===== config.mk =====
export PLATFORM = sky130hd
export DESIGN_NAME = load_store_unit_flat
export DESIGN_NICKNAME = d
export VERILOG_FILES = /design/src/rtl/load_store_unit_if.sv /design/src/rtl/load_store_unit.sv /design/src/flat_wrapper.sv
export SDC_FILE = /design/constraint.sdc
export NUM_CORES = 1
export LEC_CHECK = 0
export ABC_CLOCK_PERIOD_IN_PS = 5900
export BUFFER_PORTS_ARGS = -buffer_cell sky130_fd_sc_hd__buf_2
export CORE_MARGIN = 5
export CORE_UTILIZATION = 50
export DETAILED_ROUTE_END_ITERATION = 6
export PLACE_DENSITY = 0.89
export SLEW_MARGIN = 10
export SYNTH_ARGS = -nofsm -noshare
export SYNTH_HDL_FRONTEND = slang
export SYNTH_SLANG_ARGS = --single-unit

===== constraint.sdc =====
create_clock -name clk -period 5.9 [get_ports clk]
set_input_delay 0.59 -clock clk [delete_from_list [all_inputs] [get_ports clk]]
set_output_delay 0.59 -clock clk [all_outputs]
set_load 0.05 [all_outputs]

===== src/rtl/load_store_unit_if.sv =====
// Request, data-memory and writeback bundle between EX/MEM, the load/store unit and MEM/WB.
// The slave modport is the load/store unit's view; the master modport is the pipeline/memory side.
interface load_store_unit_if;
  logic        req_valid;
  logic        req_write;
  logic [1:0]  req_size;
  logic        req_unsigned;
  logic [31:0] req_addr;
  logic [31:0] req_wdata;
  logic [4:0]  req_rd;
  logic        stall;
  logic        mem_we;
  logic [31:0] mem_addr;
  logic [31:0] mem_wdata;
  logic [31:0] mem_rdata;
  logic        wb_valid;
  logic [31:0] wb_data;
  logic [4:0]  wb_rd;
  logic        err;
  logic [31:0] err_addr;

  modport slave (
    input  req_valid, req_write, req_size, req_unsigned, req_addr, req_wdata, req_rd, mem_rdata,
    output stall, mem_we, mem_addr, mem_wdata, wb_valid, wb_data, wb_rd, err, err_addr
  );

  modport master (
    output req_valid, req_write, req_size, req_unsigned, req_addr, req_wdata, req_rd, mem_rdata,
    input  stall, mem_we, mem_addr, mem_wdata, wb_valid, wb_data, wb_rd, err, err_addr
  );
endinterface


===== src/rtl/load_store_unit.sv =====
// MEM-stage load/store front end: loads and word stores take 1 cycle (load data registered to WB);
// sub-word stores read-modify-write over 2 cycles, holding the pipeline with stall for the first.
module load_store_unit #(
  parameter int WORDS_LOG2 = 10
) (
  input logic              clk,
  input logic              rst,
  load_store_unit_if.slave lsu
);
  typedef enum logic {IDLE, MERGE} state_t;

  state_t                  state_q, state_d;
  logic [WORDS_LOG2-1:0]   idx_q, idx_d;
  logic [31:0]             old_q, old_d;
  logic [1:0]              lane_q, lane_d;
  logic                    half_q, half_d;
  logic [15:0]             wdat_q, wdat_d;
  logic                    wb_valid_q, wb_valid_d;
  logic [31:0]             wb_data_q, wb_data_d;
  logic [4:0]              wb_rd_q, wb_rd_d;
  logic                    err_q, err_d;
  logic [31:0]             err_addr_q, err_addr_d;

  logic                    bad;
  logic [31:0]             shifted;
  logic [31:0]             ld_data;
  logic [31:0]             merged;
  logic                    stall;
  logic                    mem_we;
  logic [31:0]             mem_addr;
  logic [31:0]             mem_wdata;

  assign bad = (lsu.req_size == 2'b11)
             || (lsu.req_size == 2'b01 && lsu.req_addr[0])
             || (lsu.req_size == 2'b10 && lsu.req_addr[1:0] != 2'b00)
             || (|lsu.req_addr[31:WORDS_LOG2+2]);

  // Little-endian lane select: shift the addressed byte/half down to bit 0.
  assign shifted = lsu.mem_rdata >> {lsu.req_addr[1:0], 3'b000};

  always_comb begin
    ld_data = lsu.mem_rdata;
    case (lsu.req_size)
      2'b00:   ld_data = lsu.req_unsigned ? {24'h0, shifted[7:0]}
                                          : {{24{shifted[7]}}, shifted[7:0]};
      2'b01:   ld_data = lsu.req_unsigned ? {16'h0, shifted[15:0]}
                                          : {{16{shifted[15]}}, shifted[15:0]};
      default: ld_data = lsu.mem_rdata;
    endcase
  end

  always_comb begin
    merged = old_q;
    if (half_q) begin
      if (lane_q[1]) merged[31:16] = wdat_q;
      else           merged[15:0]  = wdat_q;
    end else begin
      case (lane_q)
        2'd0:    merged[7:0]   = wdat_q[7:0];
        2'd1:    merged[15:8]  = wdat_q[7:0];
        2'd2:    merged[23:16] = wdat_q[7:0];
        default: merged[31:24] = wdat_q[7:0];
      endcase
    end
  end

  always_comb begin
    state_d    = state_q;
    idx_d      = idx_q;
    old_d      = old_q;
    lane_d     = lane_q;
    half_d     = half_q;
    wdat_d     = wdat_q;
    wb_valid_d = 1'b0;
    wb_data_d  = wb_data_q;
    wb_rd_d    = wb_rd_q;
    err_d      = 1'b0;
    err_addr_d = err_addr_q;
    stall      = 1'b0;
    mem_we     = 1'b0;
    mem_addr   = {{(32-WORDS_LOG2){1'b0}}, lsu.req_addr[WORDS_LOG2+1:2]};
    mem_wdata  = lsu.req_wdata;
    case (state_q)
      IDLE: begin
        if (lsu.req_valid) begin
          if (bad) begin
            err_d      = 1'b1;
            err_addr_d = lsu.req_addr;
          end else if (lsu.req_write) begin
            if (lsu.req_size == 2'b10) begin
              mem_we = 1'b1;
            end else begin
              // Capture the old word now so the write cycle never depends on a same-cycle read.
              stall   = 1'b1;
              idx_d   = lsu.req_addr[WORDS_LOG2+1:2];
              old_d   = lsu.mem_rdata;
              lane_d  = lsu.req_addr[1:0];
              half_d  = lsu.req_size[0];
              wdat_d  = lsu.req_wdata[15:0];
              state_d = MERGE;
            end
          end else begin
            wb_valid_d = 1'b1;
            wb_data_d  = ld_data;
            wb_rd_d    = lsu.req_rd;
          end
        end
      end
      default: begin
        mem_we    = 1'b1;
        mem_addr  = {{(32-WORDS_LOG2){1'b0}}, idx_q};
        mem_wdata = merged;
        state_d   = IDLE;
      end
    endcase
  end

  always_ff @(posedge clk or negedge rst) begin
    if (!rst) begin
      state_q    <= IDLE;
      idx_q      <= '0;
      old_q      <= '0;
      lane_q     <= '0;
      half_q     <= 1'b0;
      wdat_q     <= '0;
      wb_valid_q <= 1'b0;
      wb_data_q  <= '0;
      wb_rd_q    <= '0;
      err_q      <= 1'b0;
      err_addr_q <= '0;
    end else begin
      state_q    <= state_d;
      idx_q      <= idx_d;
      old_q      <= old_d;
      lane_q     <= lane_d;
      half_q     <= half_d;
      wdat_q     <= wdat_d;
      wb_valid_q <= wb_valid_d;
      wb_data_q  <= wb_data_d;
      wb_rd_q    <= wb_rd_d;
      err_q      <= err_d;
      err_addr_q <= err_addr_d;
    end
  end

  assign lsu.stall     = stall;
  assign lsu.mem_we    = mem_we;
  assign lsu.mem_addr  = mem_addr;
  assign lsu.mem_wdata = mem_wdata;
  assign lsu.wb_valid  = wb_valid_q;
  assign lsu.wb_data   = wb_data_q;
  assign lsu.wb_rd     = wb_rd_q;
  assign lsu.err       = err_q;
  assign lsu.err_addr  = err_addr_q;
endmodule


===== src/flat_wrapper.sv =====
// flat-port wrapper written by rule: the top's interface ports become plain ports
module load_store_unit_flat 
#(
  parameter int WORDS_LOG2 = 10
)
  (clk, rst, lsu_req_valid, lsu_req_write, lsu_req_size, lsu_req_unsigned, lsu_req_addr, lsu_req_wdata, lsu_req_rd, lsu_mem_rdata, lsu_stall, lsu_mem_we, lsu_mem_addr, lsu_mem_wdata, lsu_wb_valid, lsu_wb_data, lsu_wb_rd, lsu_err, lsu_err_addr);
  load_store_unit_if lsu_i ();
  input logic clk;
  input logic rst;
  input wire logic [$bits(lsu_i.req_valid)-1:0] lsu_req_valid;
  input wire logic [$bits(lsu_i.req_write)-1:0] lsu_req_write;
  input wire logic [$bits(lsu_i.req_size)-1:0] lsu_req_size;
  input wire logic [$bits(lsu_i.req_unsigned)-1:0] lsu_req_unsigned;
  input wire logic [$bits(lsu_i.req_addr)-1:0] lsu_req_addr;
  input wire logic [$bits(lsu_i.req_wdata)-1:0] lsu_req_wdata;
  input wire logic [$bits(lsu_i.req_rd)-1:0] lsu_req_rd;
  input wire logic [$bits(lsu_i.mem_rdata)-1:0] lsu_mem_rdata;
  output wire logic [$bits(lsu_i.stall)-1:0] lsu_stall;
  output wire logic [$bits(lsu_i.mem_we)-1:0] lsu_mem_we;
  output wire logic [$bits(lsu_i.mem_addr)-1:0] lsu_mem_addr;
  output wire logic [$bits(lsu_i.mem_wdata)-1:0] lsu_mem_wdata;
  output wire logic [$bits(lsu_i.wb_valid)-1:0] lsu_wb_valid;
  output wire logic [$bits(lsu_i.wb_data)-1:0] lsu_wb_data;
  output wire logic [$bits(lsu_i.wb_rd)-1:0] lsu_wb_rd;
  output wire logic [$bits(lsu_i.err)-1:0] lsu_err;
  output wire logic [$bits(lsu_i.err_addr)-1:0] lsu_err_addr;
  assign lsu_i.req_valid = lsu_req_valid;
  assign lsu_i.req_write = lsu_req_write;
  assign lsu_i.req_size = lsu_req_size;
  assign lsu_i.req_unsigned = lsu_req_unsigned;
  assign lsu_i.req_addr = lsu_req_addr;
  assign lsu_i.req_wdata = lsu_req_wdata;
  assign lsu_i.req_rd = lsu_req_rd;
  assign lsu_i.mem_rdata = lsu_mem_rdata;
  assign lsu_stall = lsu_i.stall;
  assign lsu_mem_we = lsu_i.mem_we;
  assign lsu_mem_addr = lsu_i.mem_addr;
  assign lsu_mem_wdata = lsu_i.mem_wdata;
  assign lsu_wb_valid = lsu_i.wb_valid;
  assign lsu_wb_data = lsu_i.wb_data;
  assign lsu_wb_rd = lsu_i.wb_rd;
  assign lsu_err = lsu_i.err;
  assign lsu_err_addr = lsu_i.err_addr;
  load_store_unit #(.WORDS_LOG2(WORDS_LOG2)) u_core (.clk(clk), .rst(rst), .lsu(lsu_i));
endmodule

==> impl_metrics.yaml <==
detailed_routing:
  dr.first_iter.drc_count: 344
  via_count: 5523
  drt.antenna.violating_nets: 0
  drtPass1Iterations: 4
  drt-wirelength-per-cell_um: 19.1
  finalWirelength_um: 19100
  vias_per_cell: 5.51
  drc: 0
setup_path:
  critPathKind: "flop to primary output"
  worst_stage_delay_on_the_critical_path_ns: 1.04
  critical_path_peak_fanout: 62
  crit_path_top_delay_cell: "sky130_fd_sc_hd__dfrtp_2"
  crit_path_end_kind: "primary output"
  critical_path_arrival_ns: 2.75
  worstSetupStartpointType: "flop"
  cp_data_required_time_ns: 5.31
  cp_cell_sequence: "inv_1, o31ai_1, buf_2"
placement:
  detailed_place_hpwl_um: 14500
  gp_congestion: 0.866
  port-buffer-count: 222
layout:
  layout-area-overhead-vs-synth_pct: 24.4
  nNetsFinal: 919
  final.fill_count: 1148
  drive_above_1_share_pct: 40.6
  antenna-diode-count: 0
  regArea_um2: 3330
  multi_input_logic_area_um2: 3150
clock_tree:
  cts-root-buf: "sky130_fd_sc_hd__clkbuf_16"
  worst_skew_pair.late_latency_ns: 0.41
  tritoncts: "yes"
  clock_tree.buffer_depth: 2
  worst_setup_hold_path_clk_slew_ns: 0.06
  hold_buffers: 0
  ctsHtreeMaxLevel: 4
  cts_repair_resize_count: 0
  cts_setup_buffers: 0
  clock_buffers_created_by_tritoncts: 17
  total_clock_sinks: 133
sta:
  final.setup_skew_ns: 0.00561
  worstMarginPinSlew_ns: 1.26
  max_clock_freq_ghz: 0.299
  finalSetupTns_ns: 0
  clock_period_minus_worst_slack_ns: 3.34
  drv_slew: 0
  final-setup-viol-count: 0
  min_period_over_period_pct: 56.6
  final_number_of_hold_violating_endpoints: 0
  rsz0062_at_grt: "no"
  slew_headroom_pct: 15.4
synthesis:
  synth-edff-count: 0
  ys_seq_area_share_pct: 48.0
  ys_flop_type: "sky130_fd_sc_hd__dfrtp_1"
  yosys-top-cells-area: "sky130_fd_sc_hd__dfrtp_1 (48%), sky130_fd_sc_hd__mux2_2 (10%), sky130_fd_sc_hd__mux2_1 (8.3%), sky130_fd_sc_hd__mux2i_1 (7.7%), sky130_fd_sc_hd__buf_4 (2.7%)"
  post-synth-top-area-fraction_pct: 48.0
  most_common_cell_in_the_synthesized_netlist: "sky130_fd_sc_hd__dfrtp_1"
  synthCells: 607
  netlist.top_cell.by_area: "sky130_fd_sc_hd__dfrtp_1"
  async_flop_share_pct: 100
  ys_warn_count: 0
  synth_area_per_cell_um2: 11.4
  yosys-top-cells-count: "sky130_fd_sc_hd__dfrtp_1 (133), sky130_fd_sc_hd__mux2_2 (62), sky130_fd_sc_hd__mux2i_1 (53), sky130_fd_sc_hd__mux2_1 (51), sky130_fd_sc_hd__nor2_1 (50)"
  post_synth_num_cell_types: 39
  synth_seq_cells: 133
  synth_area_um2: 6930
power_and_ir_drop:
  cell_internal_pwr_mw: 1.72
  vdd.ir_drop.worst_uv: 273
  power.density_cell_area_nw_per_um2: 280
  p_total_mw: 2.42
  clock_network_power_share_pct: 44.6
  p_seq_share_pct: 39.2
  switching_fraction_pct: 28.7
  share_comb_of_total_power_pct: 16.2
  static-leakage-power_nw: 4.48
  power_switching_uw: 694
global_routing:
  groute.layer.met3.usage_pct: 8.08
  use_met1_pct: 28.5
  groute.usage.overall_pct: 23.4
  global_route.usage.met2_pct: 38.0
  first_global_vias: 5545
  antenna_found_initial: 2
  grt_start_max_net_pins: 85
  grt_remaining_overflow: 0
  grt.busiest_layer: "met2"
  global_route_wire_length_before_repair_um: 29500
floorplanning:
  initial_core_util_pct: 50.5
  die_h_um: 128
  design.die.area_um2: 16300
  fp-row-count: 43
  core_outline_area_um2: 13700
  dieWidth_um: 128
  boundaryPins: 245
flow_run:
  max-cap-violations: 0
run_status:
  result_of_the_run: "complete, no violations"
worst_hold_path:
  hp-class: "input port to asynchronous set/reset pin"
[final timing paths]
| check | endpoint | from | cells after the start | slack [ns] |
|---|---|---|---|---|
| worst max-delay path | lsu_mem_wdata[28] | u_core.state_q | 3 | 2.56 |
| worst min-delay path | u_core.lsu.err_addr[3] | rst | 1 | 0.20 |
| worst max register to register | u_core.lsu.wb_rd[2] | u_core.state_q | 5 | 3.02 |
| worst min register to register | u_core.idx_q[3] | u_core.idx_q[3] | 1 | 0.48 |
| max in group asynchronous | u_core.wdat_q[6] | rst | 2 | 4.18 |
| min in group clk | u_core.lsu.wb_rd[3] | lsu_req_rd[3] | 2 | 0.41 |
[cell usage in the layout (no fill, tap or decap), types with 18 or more instances in the layout]
cell type | netlist | routed
sky130_fd_sc_hd__nor2_1 | 50 | 50
sky130_fd_sc_hd__nand2_1 | 18 | 18
sky130_fd_sc_hd__conb_1 | 1 | 22
sky130_fd_sc_hd__dfrtp_1 | 133 | 132
sky130_fd_sc_hd__a21oi_1 | 26 | 26
sky130_fd_sc_hd__inv_1 | 41 | 41
sky130_fd_sc_hd__mux2_1 | 51 | 51
sky130_fd_sc_hd__mux2i_1 | 53 | 53
sky130_fd_sc_hd__mux2_2 | 62 | 62
sky130_fd_sc_hd__buf_2 | 5 | 221
[routing by layer]
| layer | up-vias | share of wire, % | wire, um |
|---|---|---|---|
| li1 | 2547 | - | - |
| met1 | 2672 | 40 | 7570 |
| met2 | 261 | 48 | 9200 |
| met3 | 39 | 9.2 | 1760 |
| met4 | 4 | 2.9 | 563 |
| met5 | - | 0.17 | 32 |
[state kept, by name, summed over array words and instances (netlist names)]
signal / count
u_core.lsu.wb_valid: 1
u_core.wdat_q: 16
u_core.idx_q: 10
u_core.lsu.err: 1
u_core.lane_q: 2
u_core.state_q: 1
u_core.lsu.wb_data: 32
u_core.half_q: 1
u_core.lsu.err_addr: 32
u_core.old_q: 32
u_core.lsu.wb_rd: 5
[power by group through the flow]
stage | Sequential [mW] | Combinational, mW | Clock, mW
after floorplan | 1.04 | 0.191 | 0
after global placement | 0.961 | 0.388 | 0
after detailed placement | 0.962 | 0.392 | 0
after CTS | 0.947 | 0.392 | 1.10
after global routing | 0.949 | 0.414 | 1.14
final | 0.947 | 0.391 | 1.08
[through the flow]
stage | std cells | instance area [um^2] | hold WS, ns | worst slack, ns | utilization (%)
finish | 1003 | 8620 | 0.197 | 2.56 | 62.9
CTS | 1003 | 8620 | 0.202 | 2.54 | 62.9
global placement | 972 | 8020 | 0.461 | 2.97 | 58.4
floorplan | 628 | 7010 | 0.294 | 2.39 | -
global route | 1003 | 8620 | 0.235 | 2.32 | 62.9
detailed placement | 972 | 8020 | 0.468 | 2.92 | 58.4
[cells by family (layout without fill, tap and decap cells)]
group                  Yosys count  in the layout  share of synthesized area (%)
muxes                          167            167                           26.3
DFF                            133            133                           48.0
buffers and inverters          105            300                           7.78
AOI/OAI and AO/OA              103            103                           11.1
and+or+nand+nor                 98             98                           6.70
other                            1             22                         0.0541
[layout make-up]
| type | instances | share of cell area (%) |
|---|---|---|
| Clock buffer | 19 | 5.25 |
| Clock inverter | 12 | 1.78 |
| Inverter | 42 | 1.83 |
| Multi-Input combinational cell | 390 | 36.6 |
| Sequential cell | 133 | 38.6 |
| Tap cell | 180 | 2.61 |
| Timing Repair Buffer | 227 | 13.3 |
[worst max-delay path: cells and delay by family, from the launching register on]
family                 cells  cell delay, ns
AOI/OAI and AO/OA          1            0.41
DFF                        1            1.04
buffers and inverters      2            0.88
No activity file was read; power rests on OpenSTA's default activity.
